### src/rtl/ieee_754_stream_tx_if.sv
// Buffer-write and stream-out signal bundle for ieee_754_stream_tx.
// The master drives writes, start and ready_in; the slave returns the stream.
interface ieee_754_stream_tx_if #(
    parameter int N = 4
) ();
    localparam int AW = $clog2(N);

    logic          wr_en;
    logic [AW-1:0] wr_addr;
    logic [31:0]   wr_data;
    logic          start;
    logic          ready_in;
    logic          valid_out;
    logic [31:0]   data_out;
    logic [AW-1:0] index_out;
    logic          last_out;
    logic          busy;
    logic          done;

    modport master (
        output wr_en, wr_addr, wr_data, start, ready_in,
        input  valid_out, data_out, index_out, last_out, busy, done
    );

    modport slave (
        input  wr_en, wr_addr, wr_data, start, ready_in,
        output valid_out, data_out, index_out, last_out, busy, done
    );
endinterface

### src/rtl/ieee_754_stream_tx.sv
// Buffers N IEEE-754 words and streams them out over a valid/ready port.
// Define IEEE754_NAN_FILTER_EN to replace NaN words with -inf on the output.

// One buffer word; cleared by reset, loaded only when its write enable is high.
module ieee_754_stream_tx_entry (
    input  logic        clk,
    input  logic        rst,
    input  logic        we,
    input  logic [31:0] d,
    output logic [31:0] q
);
    always_ff @(posedge clk or negedge rst) begin
        if (!rst)    q <= '0;
        else if (we) q <= d;
    end
endmodule

module ieee_754_stream_tx #(
    parameter int N = 4
) (
    input  logic clk,
    input  logic rst,
    ieee_754_stream_tx_if.slave bus
);
    localparam int            AW       = $clog2(N);
    localparam logic [AW-1:0] LAST_IDX = AW'(N - 1);
    localparam logic [AW:0]   N_EXT    = (AW+1)'(N);

    typedef enum logic [1:0] {IDLE, SEND, DONE} state_t;

    state_t                 state_q, state_d;
    logic [AW-1:0]          idx_q, idx_d;
    logic [N-1:0][31:0]     buf_q;
    logic                   wr_fire;
    logic [31:0]            raw_word;
    logic [31:0]            out_word;

    // Buffer is writable only in IDLE, so it stays frozen for the whole stream.
    assign wr_fire = (state_q == IDLE) && bus.wr_en && ({1'b0, bus.wr_addr} < N_EXT);

    for (genvar i = 0; i < N; i++) begin : g_ent
        ieee_754_stream_tx_entry u_ent (
            .clk (clk),
            .rst (rst),
            .we  (wr_fire && (bus.wr_addr == AW'(i))),
            .d   (bus.wr_data),
            .q   (buf_q[i])
        );
    end

    always_ff @(posedge clk or negedge rst) begin
        if (!rst) begin
            state_q <= IDLE;
            idx_q   <= '0;
        end else begin
            state_q <= state_d;
            idx_q   <= idx_d;
        end
    end

    always_comb begin
        state_d = state_q;
        idx_d   = idx_q;
        unique case (state_q)
            IDLE: begin
                if (bus.start) begin
                    state_d = SEND;
                    idx_d   = '0;
                end
            end
            SEND: begin
                if (bus.ready_in) begin
                    if (idx_q == LAST_IDX) begin
                        state_d = DONE;
                        idx_d   = '0;
                    end else begin
                        idx_d = idx_q + AW'(1);
                    end
                end
            end
            DONE:    state_d = IDLE;
            default: state_d = IDLE;
        endcase
    end

    // Output is read straight from the buffer, so a write committed on the
    // start edge is already visible in the first word (write-through).
    assign raw_word = buf_q[idx_q];

`ifdef IEEE754_NAN_FILTER_EN
    assign out_word = ((raw_word[30:23] == 8'hFF) && (raw_word[22:0] != 23'd0))
                      ? 32'hFF80_0000 : raw_word;
`else
    assign out_word = raw_word;
`endif

    assign bus.valid_out = (state_q == SEND);
    assign bus.data_out  = bus.valid_out ? out_word : 32'h0;
    assign bus.index_out = idx_q;
    assign bus.last_out  = bus.valid_out && (idx_q == LAST_IDX);
    assign bus.busy      = (state_q != IDLE);
    assign bus.done      = (state_q == DONE);
endmodule

### src/flat_wrapper.sv
// flat-port wrapper written by rule: the top's interface ports become plain ports
module ieee_754_stream_tx_flat 
#(
    parameter int N = 4
)
  (clk, rst, bus_wr_en, bus_wr_addr, bus_wr_data, bus_start, bus_ready_in, bus_valid_out, bus_data_out, bus_index_out, bus_last_out, bus_busy, bus_done);
  ieee_754_stream_tx_if #(.N(N)) bus_i ();
  input  logic clk;
  input  logic rst;
  input wire logic [$bits(bus_i.wr_en)-1:0] bus_wr_en;
  input wire logic [$bits(bus_i.wr_addr)-1:0] bus_wr_addr;
  input wire logic [$bits(bus_i.wr_data)-1:0] bus_wr_data;
  input wire logic [$bits(bus_i.start)-1:0] bus_start;
  input wire logic [$bits(bus_i.ready_in)-1:0] bus_ready_in;
  output wire logic [$bits(bus_i.valid_out)-1:0] bus_valid_out;
  output wire logic [$bits(bus_i.data_out)-1:0] bus_data_out;
  output wire logic [$bits(bus_i.index_out)-1:0] bus_index_out;
  output wire logic [$bits(bus_i.last_out)-1:0] bus_last_out;
  output wire logic [$bits(bus_i.busy)-1:0] bus_busy;
  output wire logic [$bits(bus_i.done)-1:0] bus_done;
  assign bus_i.wr_en = bus_wr_en;
  assign bus_i.wr_addr = bus_wr_addr;
  assign bus_i.wr_data = bus_wr_data;
  assign bus_i.start = bus_start;
  assign bus_i.ready_in = bus_ready_in;
  assign bus_valid_out = bus_i.valid_out;
  assign bus_data_out = bus_i.data_out;
  assign bus_index_out = bus_i.index_out;
  assign bus_last_out = bus_i.last_out;
  assign bus_busy = bus_i.busy;
  assign bus_done = bus_i.done;
  ieee_754_stream_tx #(.N(N)) u_core (.clk(clk), .rst(rst), .bus(bus_i));
endmodule
### config.mk
export PLATFORM = sky130hd
export DESIGN_NAME = ieee_754_stream_tx_flat
export DESIGN_NICKNAME = d
export VERILOG_FILES = /design/src/rtl/ieee_754_stream_tx_if.sv /design/src/rtl/ieee_754_stream_tx.sv /design/src/flat_wrapper.sv
export SDC_FILE = /design/constraint.sdc
export NUM_CORES = 1
export LEC_CHECK = 0
export ABC_AREA = 1
export CORE_MARGIN = 2
export CORE_UTILIZATION = 50
export CTS_CLUSTER_DIAMETER = 200
export DETAILED_ROUTE_END_ITERATION = 8
export DONT_BUFFER_PORTS = 1
export PLACE_DENSITY = 0.63
export SLEW_MARGIN = 40
export SYNTH_ARGS = -nofsm -noshare
export SYNTH_HDL_FRONTEND = slang
export SYNTH_SLANG_ARGS = --single-unit
### constraint.sdc
create_clock -name clk -period 1.56 [get_ports clk]
set_input_delay 0.39 -clock clk [delete_from_list [all_inputs] [get_ports clk]]
set_output_delay 0.39 -clock clk [all_outputs]
set_load 0.02 [all_outputs]
Word level (Yosys, flattened, before mapping):

Index checks and enable logic that the tools add are counted.

* word-level logic and storage cells: 40
* input port bits: 39
* bits in registers: 132
* output and inout port bits: 38

* add/subtract/negate cells: 1
* order comparisons: 1
* multiplexer cells: 11
* equality and inequality tests: 9
* reduce and logical (&&, ||, !) cells: 12

Operators with widths (count)
* $bmux 32 s2: 1
* $mux 32: 2
* $mux 2: 6
* $eq 2x2->1 const B: 4
* $pmux 2 s2: 2
* $logic_and 1x1->1: 6
* $ne 2x2->1 const B: 3
* $reduce_and 3->1: 2
* $eq 2x1->1 const B: 2
* $logic_not 2->1: 2
* $reduce_bool 2->1: 2
* $lt 2x3->1 const B: 1
* $add 2x1->2 const B: 1

Logic depth before layout (Yosys ltp):

* depth in word-level cells: 4
* mapped depth: 7
* depth with buffers taken out: 6

Modules after synthesis:

Synthesis repeated with hierarchy kept, for this count alone.

* cell total of the unflattened synthesis: 958
* area, all modules: 6995.5 sq um

Modules (own cells, without submodules)
* ieee_754_stream_tx_entry: times used 4, cells an instance 136, seq. area each 800.8 sq um, area each 1292.5 sq um
* ieee_754_stream_tx: times used 1, cells an instance 414, seq. area each 100.1 sq um, area each 1825.5 sq um

Worst setup path after synthesis:

Ideal clock, no wire load.

* path kind: reg2out
* start: register u_core.idx_q[1] (netlist: u_core.bus.index_out[1])
* end: output port bus_data_out[21]
* path slack: -0.206 ns
* cell stages (with the launch flop): 5
* path buffers: 2
* arrival: 1.376 ns
* path through: dfrtp_1 buf_2 clkbuf_1 nand3_1 a21oi_1

* word-level cells in the longest chain between the ends: 3

RTL lines
* start, declared: line ieee_754_stream_tx.sv:32 `logic [AW-1:0] idx_q, idx_d;`
* start signal, assigned: line ieee_754_stream_tx.sv:57 `idx_q <= idx_d;`
* $bmux 32 s2: line ieee_754_stream_tx.sv:88 `assign raw_word = buf_q[idx_q];`
* $mux 32 (not written as such): line ieee_754_stream_tx.sv:88
* $mux 32: line ieee_754_stream_tx.sv:98 `assign bus.data_out = bus.valid_out ? out_word : 32'h0;`
* end, declared: line flat_wrapper.sv:16 `output wire logic [$bits(bus_i.data_out)-1:0] bus_data_out;`

Every way passes these cells. The select of a mux whose other input is x is not followed.

Worst setup path in the final report:

* start: register u_core.idx_q[0] (netlist: u_core.bus.index_out[0])
* end: output port bus_data_out[30]

The elaborated chain is that of the path after synthesis.

==> results.cfg <==
[yosys]
post_synth.cell_area_avg_um2 = 7.08
cells_after_synthesis = 966
synth_edf_count = 0
mappedNetlistNets = 1006
synth_most_common_cell = nand2_1
synth_top_area_share_pct = 48.3
synth.yosys.seq_area_share_pct = 48.3
synthesis.area_um2 = 6840
most_area_consuming_cells_after_synthesis = dfrtp_1, nand2_1, nand3_1
yosys.cell_types.count = 19
yosys_warnings = 0
synth.ff_latch_count = 132
synth_common_cells = nand2_1, nand3_1, inv_1
synth-main-ff-cell = dfrtp_1
postSynth.asyncResetShare_pct = 100
most_area_hungry_cell_type_in_the_yosys_netlist = dfrtp_1

[worst_setup_path]
cp.required_ns = 1.17
r2r_end = u_core.g_ent[1].u_ent.q[24]$_DFFE_PN0P_
reg2reg_from = u_core.state_q[1]$_DFFE_PN0P_
r2r_setup_slack_ns = 0.09
reg2reg_depth = 8
critPathMaxFanout = 41
cp-start-kind = flip-flop
crit_path_start = u_core.bus.index_out[0]$_DFFE_PN0P_
worst_ep_arrival_time_ns = 1.59
setup.worst_path.class = reg2out
setup.worst_path.end_class = output pin

[global_route]
global_route_wire_length_before_repair_um = 30500
vias_in_the_first_global_route = 5957
grt_max_degree = 133
gr_met1_demand_resource_pct = 34.0
groute.layer.met3.usage_pct = 5.73
global_route.peak_usage_layer = met2
globalRouteOverflowTotal = 0
grtUsageTotal_pct = 27.0
initial_antenna_violation_count = 0
globalRouteMet2Util_pct = 46.0

[job]
max_cap_violations = 0

[timing]
slew_viol_final = 0
tightest_slew_ns = 0.295
worst_relative_slew_slack_pct = 80.3
final-hold-violation-count = 132
fin_ws_ns = -0.422
unrepaired_setup_endpoints_after_global_routing = true
fmaxAchievable_mhz = 505
worst_clock_skew_on_the_final_layout_ns = 0.00388
final.period_utilization_pct = 127
setup_violating_endpoint_count_in_the_final_report = 33
min_clock_period_post_route_ns = 1.98
fin_hold_ws_ns = -0.339

[min_path]
min_path_type = in2async

[detailed_routing]
routedWlPerCell_um = 16.3
first_pass_drt_iterations = 5
vias_after_detailed_routing = 6065
drt_iter0_markers = 410
drt_drc_violations_left = 0
drtAntennaViolNets = 0
total_detailed_routing_wirelength_um = 18900
via_per_inst = 5.21

[die]
initial_utilization_pct = 51.4
area_of_the_core_region_um2 = 13300
overall_die_width_um = 121
num_rows = 42
die_area_um2 = 14600
die-height_um = 121
io-pin-count = 77

[clocking]
clk_root_buffer_cell = clkbuf_16
cts.sink_count = 132
clkSlewWorstSetupHoldPaths_ns = 0.06
clk_path_buf_depth = 2
cts_htree_levels = 4
tritoncts = built
clk-insertion-delay-late_ns = 0.43
numCtsBuffers = 17

[layout]
design_area_um2 = 8470
multiInputGateArea_um2 = 3330
n_antenna_cell = 0
final_nets = 1014
total_area_of_sequential_cells_um2 = 3310
syn2layout_area_growth_pct = 23.9
num-fill-cells = 1142
final_layout_size_suffix_gt1_share_pct = 18.6

[placed_design]
dp_hpwl_um = 11900
port_buffers = 0
pre_cts_slack_ns = -0.00582
place_area_um2 = 7540
routabilityCongestion = 0.794

[status]
run_status = finished with violations
failing_checks = negative hold slack, negative setup slack

[pwr]
finalPower_uw = 18600
cellPowerDensity_nw_per_um2 = 2200
max-vdd-ir-drop_mv = 0.896
p_leak_uw = 0.00449
## kinds of logic after synthesis
kind of cell             after synthesis  share of synthesized area, %
flip-flops                           132                          48.3
buffers and inverters                195                          12.4
AND/OR/NAND/NOR                      605                          36.7
adder cells (fa/ha/maj)                1                         0.183
AO/OA/AOI/OAI                         33                          2.42
## final cells by class
cell class / instances / share of cell area (%)
well taps: 176 / 2.60
repair buffers: 46 / 5.77
inverters: 138 / 6.26
flip-flops and latches: 132 / 39.0
clock buffers: 29 / 6.26
clock inverters: 3 / 0.768
multi-input cells: 639 / 39.3
## flip-flops by register name, summed over array words and instances, names as in the netlist
name and cells:
u_core.g_ent.u_ent.q 128, u_core.state_q 2, u_core.bus.index_out 2
## cells in the final DEF, fill, tap and decap left out
| master | n |
|---|---|
| nand2_1 | 418 |
| inv_1 | 132 |
| dfrtp_1 | 129 |
| nand3_1 | 112 |
| nand3_2 | 50 |
| a21oi_4 | 30 |
| buf_4 | 30 |
| clkbuf_16 | 18 |
| nand2_2 | 12 |
| buf_12 | 8 |
| buf_6 | 7 |
| clkbuf_1 | 6 |
| clkbuf_8 | 6 |
| nor2_4 | 4 |
| inv_2 | 3 |
| nor2_2 | 3 |
| dfrtp_2 | 3 |
| inv_4 | 2 |
| nor2_1 | 2 |
| a21oi_2 | 2 |
| nor3_1 | 2 |
| bufinv_16 | 2 |
| nand2_4 | 1 |
| inv_8 | 1 |
| nand4_1 | 1 |
| o21ai_0 | 1 |
| ha_2 | 1 |
| clkinv_2 | 1 |
## power by group
| part | internal (µW) | switching (µW) |
|---|---|---|
| logic | 3100 | 5670 |
| registers | 4950 | 867 |
| clock network | 2610 | 1420 |
| total | 10700 | 7960 |
## how the worst max path moves through the flow
stage | to | depth (start not counted)
5_1_grt | bus_data_out[29] | 4
6_report | bus_data_out[30] | 5
3_3_place_gp | bus_data_out[16] | 5
2_1_floorplan | bus_data_out[10] | 5
4_1_cts | bus_data_out[30] | 5
3_5_place_dp | bus_data_out[5] | 5
## routing by layer
layer	wire [µm]	vias to the layer above
met3	977	35
met1	8250	2934
met2	9320	147
met4	380	0
met5	0	-
li1	-	2949
## stage by stage
stage	hold WS (ns)	TNS (ns)	utilization (%)	cells
global placement	0.0981	0	56.7	1129
floorplan	0.0944	-0.540	-	966
detailed placement	0.0981	-0.0101	56.7	1129
finish	-0.339	-11.90	63.7	1163
global route	-0.356	-13.73	63.7	1163
CTS	-0.347	-12.18	62.4	1161
## critical path, stage by stage, from the launching register on
cell     delay [ns]
dfrtp_2        0.46
buf_12         0.21
nand2_1        0.11
nand3_2        0.09
a21oi_2        0.17
buf_6          0.14
## timing repair
action | in CTS | in global routing
hold endpoints to repair | 132 | 132
setup buffers | 0 | 1
gates cloned | 0 | 1
resized for setup | 38 | 36
setup endpoints to repair | 35 | 119
pin swaps | 5 | 5
Note: power is estimated with default switching activity, not from simulation.
